[src/rtl/fetch_pc_ctrl_if.sv]
// fetch_pc_ctrl_if
//   Bundle between the fetch sequencer, the core and the instruction ROM.
//   Port summary:
//     start_i, prog_sel_i   program launch request and program select
//     stall_i               core busy, freeze the PC this cycle
//     br_taken_i, br_back_i, br_off_i   branch resolved by the core
//     inst_i                ROM word at address_o (combinational)
//     address_o             ROM address (current PC)
//     inst_o, exec_o        instruction forwarded to the core, execute strobe
//     done_o, err_o         HALT reached, watchdog expiry
//     icount_o              instructions executed since the last start
//   Modports: master = core/ROM side, slave = fetch_pc_ctrl.
interface fetch_pc_ctrl_if #(
  parameter int CNT_W = 16
);
  logic             start_i;
  logic [1:0]       prog_sel_i;
  logic             stall_i;
  logic             br_taken_i;
  logic             br_back_i;
  logic [7:0]       br_off_i;
  logic [7:0]       inst_i;
  logic [7:0]       address_o;
  logic [7:0]       inst_o;
  logic             exec_o;
  logic             done_o;
  logic             err_o;
  logic [CNT_W-1:0] icount_o;

  modport master (
    output start_i, prog_sel_i, stall_i, br_taken_i, br_back_i, br_off_i, inst_i,
    input  address_o, inst_o, exec_o, done_o, err_o, icount_o
  );

  modport slave (
    input  start_i, prog_sel_i, stall_i, br_taken_i, br_back_i, br_off_i, inst_i,
    output address_o, inst_o, exec_o, done_o, err_o, icount_o
  );
endinterface

[src/rtl/fetch_pc_ctrl.sv]
// fetch_pc_ctrl
//   Program counter and fetch sequencer in front of the 8-bit instruction ROM.
//   Launches one of three resident programs, applies relative branches,
//   stops on the HALT opcode and counts executed instructions.
//   Ports:
//     clk_i     clock, rising edge
//     reset_i   synchronous active-high reset
//     bus       fetch_pc_ctrl_if.slave (see interface header for signals)
//   Optional feature: define FETCH_WDOG_EN to enable the instruction-count
//   watchdog (parameter WDOG_LIMIT); without it err_o is tied low.
//
//   state  | meaning
//   IDLE   | after reset, PC held, waiting for start
//   RUN    | fetching, one instruction per non-stalled cycle
//   HALTED | HALT (or watchdog) seen, PC held, done_o set
module fetch_pc_ctrl #(
  parameter logic [7:0] PROG0_BASE = 8'd0,
  parameter logic [7:0] PROG1_BASE = 8'd93,
  parameter logic [7:0] PROG2_BASE = 8'd139,
  parameter logic [7:0] HALT_OPC   = 8'h88,
  parameter int         CNT_W      = 16
`ifdef FETCH_WDOG_EN
  ,
  parameter logic [CNT_W-1:0] WDOG_LIMIT = CNT_W'(4000)
`endif
) (
  input  logic            clk_i,
  input  logic            reset_i,
  fetch_pc_ctrl_if.slave  bus
);

  typedef enum logic [1:0] {
    IDLE   = 2'd0,
    RUN    = 2'd1,
    HALTED = 2'd2
  } state_t;

  state_t           state;
  logic [7:0]       pc;
  logic [CNT_W-1:0] icount;
  logic             done_q;

  logic             launch;
  logic             run_cycle;
  logic [7:0]       base;
  logic [7:0]       pc_seq;
  logic [7:0]       pc_next;
  logic [CNT_W-1:0] icount_inc;

  always_comb begin
    base = PROG0_BASE;
    case (bus.prog_sel_i)
      2'd0:    base = PROG0_BASE;
      2'd1:    base = PROG1_BASE;
      2'd2:    base = PROG2_BASE;
      default: base = PROG0_BASE;
    endcase
  end

  // A start while RUN is ignored; select 3 is an illegal request.
  assign launch    = bus.start_i && (bus.prog_sel_i != 2'd3) && (state != RUN);
  assign run_cycle = (state == RUN) && !bus.stall_i;

  // Branch distance is relative to the following instruction; modulo-256 wrap.
  assign pc_seq = pc + 8'd1;

  always_comb begin
    pc_next = pc_seq;
    if (bus.br_taken_i) begin
      pc_next = bus.br_back_i ? (pc_seq - bus.br_off_i) : (pc_seq + bus.br_off_i);
    end
  end

  assign icount_inc = (&icount) ? icount : (icount + CNT_W'(1));

`ifdef FETCH_WDOG_EN
  logic err_q;
`endif

  always_ff @(posedge clk_i) begin
    if (reset_i) begin
      state  <= IDLE;
      pc     <= 8'd0;
      icount <= '0;
      done_q <= 1'b0;
`ifdef FETCH_WDOG_EN
      err_q  <= 1'b0;
`endif
    end else begin
      case (state)
        IDLE, HALTED: begin
          if (launch) begin
            state  <= RUN;
            pc     <= base;
            icount <= '0;
            done_q <= 1'b0;
`ifdef FETCH_WDOG_EN
            err_q  <= 1'b0;
`endif
          end
        end
        RUN: begin
          if (run_cycle) begin
            icount <= icount_inc;
            if (bus.inst_i == HALT_OPC) begin
              state  <= HALTED;
              done_q <= 1'b1;
            end
`ifdef FETCH_WDOG_EN
            // The instruction that brings the count to the limit still executes.
            else if (icount_inc == WDOG_LIMIT) begin
              state  <= HALTED;
              done_q <= 1'b1;
              err_q  <= 1'b1;
            end
`endif
            else begin
              pc <= pc_next;
            end
          end
        end
        default: state <= IDLE;
      endcase
    end
  end

  // Zero-cycle fetch: the ROM word for address_o is forwarded in the same cycle.
  assign bus.address_o = pc;
  assign bus.exec_o    = run_cycle;
  assign bus.inst_o    = run_cycle ? bus.inst_i : 8'h00;
  assign bus.done_o    = done_q;
  assign bus.icount_o  = icount;
`ifdef FETCH_WDOG_EN
  assign bus.err_o     = err_q;
`else
  assign bus.err_o     = 1'b0;
`endif

endmodule
[src/flat_wrapper.sv]
// flat-port wrapper written by rule: the top's interface ports become plain ports
module fetch_pc_ctrl_flat 
#(
  parameter logic [7:0] PROG0_BASE = 8'd0,
  parameter logic [7:0] PROG1_BASE = 8'd93,
  parameter logic [7:0] PROG2_BASE = 8'd139,
  parameter logic [7:0] HALT_OPC   = 8'h88,
  parameter int         CNT_W      = 16

)
  (clk_i, reset_i, bus_start_i, bus_prog_sel_i, bus_stall_i, bus_br_taken_i, bus_br_back_i, bus_br_off_i, bus_inst_i, bus_address_o, bus_inst_o, bus_exec_o, bus_done_o, bus_err_o, bus_icount_o);
  fetch_pc_ctrl_if #(.CNT_W(CNT_W)) bus_i ();
  input  logic clk_i;
  input  logic reset_i;
  input wire logic [$bits(bus_i.start_i)-1:0] bus_start_i;
  input wire logic [$bits(bus_i.prog_sel_i)-1:0] bus_prog_sel_i;
  input wire logic [$bits(bus_i.stall_i)-1:0] bus_stall_i;
  input wire logic [$bits(bus_i.br_taken_i)-1:0] bus_br_taken_i;
  input wire logic [$bits(bus_i.br_back_i)-1:0] bus_br_back_i;
  input wire logic [$bits(bus_i.br_off_i)-1:0] bus_br_off_i;
  input wire logic [$bits(bus_i.inst_i)-1:0] bus_inst_i;
  output wire logic [$bits(bus_i.address_o)-1:0] bus_address_o;
  output wire logic [$bits(bus_i.inst_o)-1:0] bus_inst_o;
  output wire logic [$bits(bus_i.exec_o)-1:0] bus_exec_o;
  output wire logic [$bits(bus_i.done_o)-1:0] bus_done_o;
  output wire logic [$bits(bus_i.err_o)-1:0] bus_err_o;
  output wire logic [$bits(bus_i.icount_o)-1:0] bus_icount_o;
  assign bus_i.start_i = bus_start_i;
  assign bus_i.prog_sel_i = bus_prog_sel_i;
  assign bus_i.stall_i = bus_stall_i;
  assign bus_i.br_taken_i = bus_br_taken_i;
  assign bus_i.br_back_i = bus_br_back_i;
  assign bus_i.br_off_i = bus_br_off_i;
  assign bus_i.inst_i = bus_inst_i;
  assign bus_address_o = bus_i.address_o;
  assign bus_inst_o = bus_i.inst_o;
  assign bus_exec_o = bus_i.exec_o;
  assign bus_done_o = bus_i.done_o;
  assign bus_err_o = bus_i.err_o;
  assign bus_icount_o = bus_i.icount_o;
  fetch_pc_ctrl #(.PROG0_BASE(PROG0_BASE), .PROG1_BASE(PROG1_BASE), .PROG2_BASE(PROG2_BASE), .HALT_OPC(HALT_OPC), .CNT_W(CNT_W)) u_core (.clk_i(clk_i), .reset_i(reset_i), .bus(bus_i));
endmodule
[config.mk]
export PLATFORM = sky130hd
export DESIGN_NAME = fetch_pc_ctrl_flat
export DESIGN_NICKNAME = d
export VERILOG_FILES = /design/src/rtl/fetch_pc_ctrl_if.sv /design/src/rtl/fetch_pc_ctrl.sv /design/src/flat_wrapper.sv
export SDC_FILE = /design/constraint.sdc
export NUM_CORES = 1
export LEC_CHECK = 0
export BUFFER_PORTS_ARGS = -buffer_cell sky130_fd_sc_hd__buf_2
export CAP_MARGIN = 20
export CORE_AREA = 2 2 66 68
export CTS_CLUSTER_SIZE = 10
export DETAILED_ROUTE_END_ITERATION = 16
export DIE_AREA = 0 0 68 70
export PLACE_DENSITY_LB_ADDON = 0.12
export SETUP_SLACK_MARGIN = 0.05
export SLEW_MARGIN = 20
export SYNTH_ARGS = -nofsm -noshare
export SYNTH_HDL_FRONTEND = slang
export SYNTH_SLANG_ARGS = --single-unit
[constraint.sdc]
create_clock -name clk_i -period 3.3 [get_ports clk_i]
set_clock_uncertainty 0.2 [all_clocks]
set_input_delay 0.66 -clock clk_i [delete_from_list [all_inputs] [get_ports clk_i]]
set_output_delay 0.66 -clock clk_i [all_outputs]
set_load 0.02 [all_outputs]
Yosys cells after proc, flatten, opt, wreduce, memory -nomap -nowiden
Index checks and enable logic that the tools add are counted.

Input port bits: 24. Output and inout bits: 35. Word-level logic and storage cells: 52. Register bits: 27.

Eq/ne operators: 12. Reductions and logical operators: 12. Add/subtract/negate cells: 4. Multiplexer cells: 20.

Operators by type and width (count): two-way mux 16 bit (3); two-way mux 8 bit (6); case mux 16 bit (2 select lines) (1); case mux 8 bit (2 select lines) (2); adder 16 x 1 -> 16 bit, second input constant (1); AND reduction 16 bit (1); AND reduction 4 bit (3); adder 8 x 1 -> 8 bit, second input constant (1); adder 8 bit (1); equality test 8 bit, second input constant (1); != test 2 bit, second input constant (4); subtractor 8 bit (1); two-way mux 2 bit (3); != test 2 x 1 -> 1 bit, second input constant (3); equality test 2 x 1 -> 1 bit, second input constant (2); equality test 2 bit, second input constant (2); case mux 2 bit (2 select lines) (1); logical AND 1 bit (3); two-way mux 1 bit (3); AND reduction 3 bit (1); zero test 2 bit (1); case mux 1 bit (2 select lines) (1); nonzero test 2 bit (1); OR reduction 2 bit (1); zero test 1 bit (1).

Longest topological paths before layout
Depth in word-level cells: 7. Depth in mapped cells: 11. Gate-level depth less buffers: 11.

Least setup slack after synthesis
OpenSTA, ideal clock, no wires.

Path type: input -> register. Start point: input port bus_br_off_i[0]. End point: register u_core.pc[7] (netlist: u_core.bus.address_o[7]). Cell stages on the path: 10. Buffers on the path: 0. Slack: 0.539 ns. Required time: 2.999 ns. Arrival: 2.460 ns. Library setup time: 0.101 ns. Cell sequence: inv_1 ha_1 a31oi_1 xnor2_1 ha_1 or4_1 o22ai_2 xnor2_1 a21oi_1 o41ai_1.

Word-level cells in the longest chain between the ends: 6. Elaborated cells between the ends (all ways): 7. Classes of those cells: add/sub (2); mux (5).

Ends and longest elaborated chain: start: declaration (line flat_wrapper.sv:20) `input wire logic [$bits(bus_i.br_off_i)-1:0] bus_br_off_i;`; adder 8 bit or subtractor 8 bit (tied branches) (line fetch_pc_ctrl.sv:70) `pc_next = bus.br_back_i ? (pc_seq - bus.br_off_i) : (pc_seq + bus.br_off_i);`; two-way mux 8 bit * (line fetch_pc_ctrl.sv:70); two-way mux 8 bit * (line fetch_pc_ctrl.sv:69) `if (bus.br_taken_i) begin`; two-way mux 8 bit * (line fetch_pc_ctrl.sv:105) `if (bus.inst_i == HALT_OPC) begin`; two-way mux 8 bit * (line fetch_pc_ctrl.sv:103) `if (run_cycle) begin`; case mux 8 bit (2 select lines) * (line fetch_pc_ctrl.sv:90) `case (state)`; end signal: assignment (line fetch_pc_ctrl.sv:94) `pc <= base;`; end signal: assignment (line fetch_pc_ctrl.sv:118) `pc <= pc_next;`; end: declaration (line fetch_pc_ctrl.sv:39) `logic [7:0] pc;`.

Mark *: on every way between the ends. The rest lies on a longest branch, timed or not. The select of a mux whose other input is x is not followed. A chain may end at the register's enable or synchronous reset.

Worst setup path in the final report
Start point: input port bus_br_off_i[2]. End point: register u_core.pc[7] (netlist: u_core.bus.address_o[7]).

The elaborated chain is that of the path after synthesis.

==> metrics.cfg <==
[timing]
fin_setup_tns_ns = 0
worst_pin_slew_ns = 0.568
setup_ws_ns = 0.497
fin_hold_ws_ns = 0.276
final.min_clock_period_ns = 2.80
final_max_slew_viol_count = 0
hold_viol_final = 0
rsz0062_at_grt = false
max_freq_ghz = 0.357
final.period_utilization_pct = 84.9
slew_headroom_pct = 61.8
setup_viol = 0

[power_and_ir_drop]
power.internal_uw = 532
pwr-share-seq_pct = 44.1
combPwrFrac_pct = 31.5
p_clk_share_pct = 24.4
swShare_pct = 33.2
p_leak_nw = 1.09
ir_drop_mv = 0.174
finalPower_uw = 798
power_density_mw_per_mm2 = 337
p_sw_uw = 265

[place]
io_buffers = 57
gp_congestion = 0.818
dp.cells = 344
place_ws_ns = 0.253
hpwl_um = 3390
dpl_cell_area_sq_mm = 0.00232

[final_layout]
fin_nets = 335
layout_common_cells = 57 x buf_2, 28 x nor2_1, 27 x dfxtp_1
final_cells = 348
mostFrequentLayoutCell = buf_2
fin_area_sq_mm = 0.00237
fin_util_pct = 57.1
area_growth_pct = 18.0
antennaDiodeCount = 0
drive_gt1_share_pct = 25.3

[synth]
yosysTopAreaCell = dfxtp_1
synth.area.top_cells = dfxtp_1 27%, ha_1 8.1%, xor2_1 7.0%
ys.flop_type = dfxtp_1
syn_inst = 243
syn-cell-area_sq_mm = 0.00200
syn_avg_cell_area_sq_um = 8.25
synthArstFlopShare_pct = 0
yosysSeqAreaShare_pct = 27.0
yosysWarnings = 0
ys_types = 46
syn_nets = 281
yosysTopAreaCellShare_pct = 27.0
ys_seq_elements = 27
synth_edf_count = 0

[outcome]
outcome = finished, final reports clean

[clock_network]
hold_buffers = 0
cts_resized = 0
cts_tree = yes
clock-sinks = 27
path_clk_slew_ns = 0.10
cts_root_buffer = clkbuf_8
numCtsBuffers = 3
clock_latency_ns = 0.27
clock_path_buffers = 2
ctsHtreeMaxLevel = 1
post_cts_buffers = 0

[route]
drtIter0Drc = 55
drt_wl_total_um = 4240
routed-via-count = 1822
drt-pass1-iter-count = 4
detail_route.vias_per_cell = 5.24
post_drt_wl_per_cell_um = 12.2
ant_nets = 0
post-route-drc-count = 0

[die]
rows = 24
die_y_um = 70
start_util_pct = 48.4
dieArea_sq_mm = 0.00476
core_sq_mm = 0.00414
dieWidth_um = 68
io_pins = 59

[critical_path]
critPathKind = in -> reg
cp_data_arrival_time_ns = 2.77
cp.required_ns = 3.27
endpoint_kind = flop
crit_fanout = 3
startpoint_type = primary input

[grt]
globalRouteTotalUtil_pct = 18.9
grt_pass1_vias = 1647
grt_max_degree = 17
grt_overflow_total = 0
antenna_found_initial = 0
grt_first_pass_wirelength_um = 7190

[hold_path]
min_path_type = reg -> reg

[flow_run]
cap_violations = 0

-- power groups by stage --
stage	sequential (mW)	combinational (mW)	clock [mW]
2_1_floorplan	0.369	0.176	0
3_3_place_gp	0.360	0.251	0
3_5_place_dp	0.360	0.252	0
4_1_cts	0.352	0.254	0.200
5_1_grt	0.354	0.281	0.210
6_report	0.352	0.251	0.194
-- worst max-delay path: stages --
cell,delay (ns)
buf_2,0.11
nor3_1,0.33
nor2_1,0.09
xnor2_1,0.14
ha_1,0.21
or4_1,0.54
o22ai_2,0.11
xnor2_1,0.17
a21oi_1,0.10
o41ai_1,0.31
-- path summary, 6_finish.rpt --
kind,depth (start not counted),to,slack (ns),from
max,10,u_core.bus.address_o[7],0.50,bus_br_off_i[2]
min,2,u_core.bus.done_o,0.28,u_core.bus.done_o
max reg2reg,9,u_core.bus.address_o[7],0.59,u_core.bus.address_o[0]
min reg2reg,2,u_core.bus.done_o,0.28,u_core.bus.done_o
-- registers in the layout, summed over array words and instances (netlist names) --
register and cells:
u_core.bus.address_o 8, u_core.bus.done_o 1, u_core.bus.icount_o 16, u_core.state 2
-- kinds of logic (layout without fill, tap and decap cells) --
| kind of cell | Yosys count | in the layout | synth area share, % |
|---|---|---|---|
| compound gates | 43 | 43 | 16.3 |
| buf+inv | 21 | 74 | 4.12 |
| xor+xnor | 31 | 31 | 13.5 |
| simple gates | 101 | 101 | 27.2 |
| flops | 27 | 27 | 27.0 |
| mux | 5 | 5 | 2.56 |
| fa+ha+maj | 14 | 14 | 9.11 |
| other cells | 1 | 1 | 0.187 |
-- synth_stat cells, drive strengths merged (2+ instances only) --
cell / instances
nor2b: 3
nand2b: 3
nor3: 7
nor2: 30
a21o: 3
a211oi: 3
nand3: 14
nand2: 15
a21oi: 10
clkbuf: 7
a31oi: 6
o21ai: 8
mux2i: 4
o31a: 2
nor3b: 2
xnor2: 15
o22ai: 2
ha: 13
and3: 5
nor4b: 2
xor2: 16
o211ai: 2
dfxtp: 27
nand4: 6
and2: 11
inv: 13
-- final cells by class --
type	count	area [sq um]
Sequential cell	27	541
Tap cell	52	65.1
Timing Repair Buffer	57	285
Multi-Input combinational cell	195	1380
Inverter	13	48.8
Fill cell	405	1780
Clock buffer	4	45.0
-- routing by layer --
metal  up-vias  wire, um  global-route usage [%]  share of wire, %
li1        952         -                       -                 -
met1       835      1950                    24.9                46
met2        33      2080                    32.4                49
met3         2       186                    1.93               4.4
met4         0        24                    4.67              0.57
met5         -         0                       0                 0
Power figures use the tool's default switching activity.
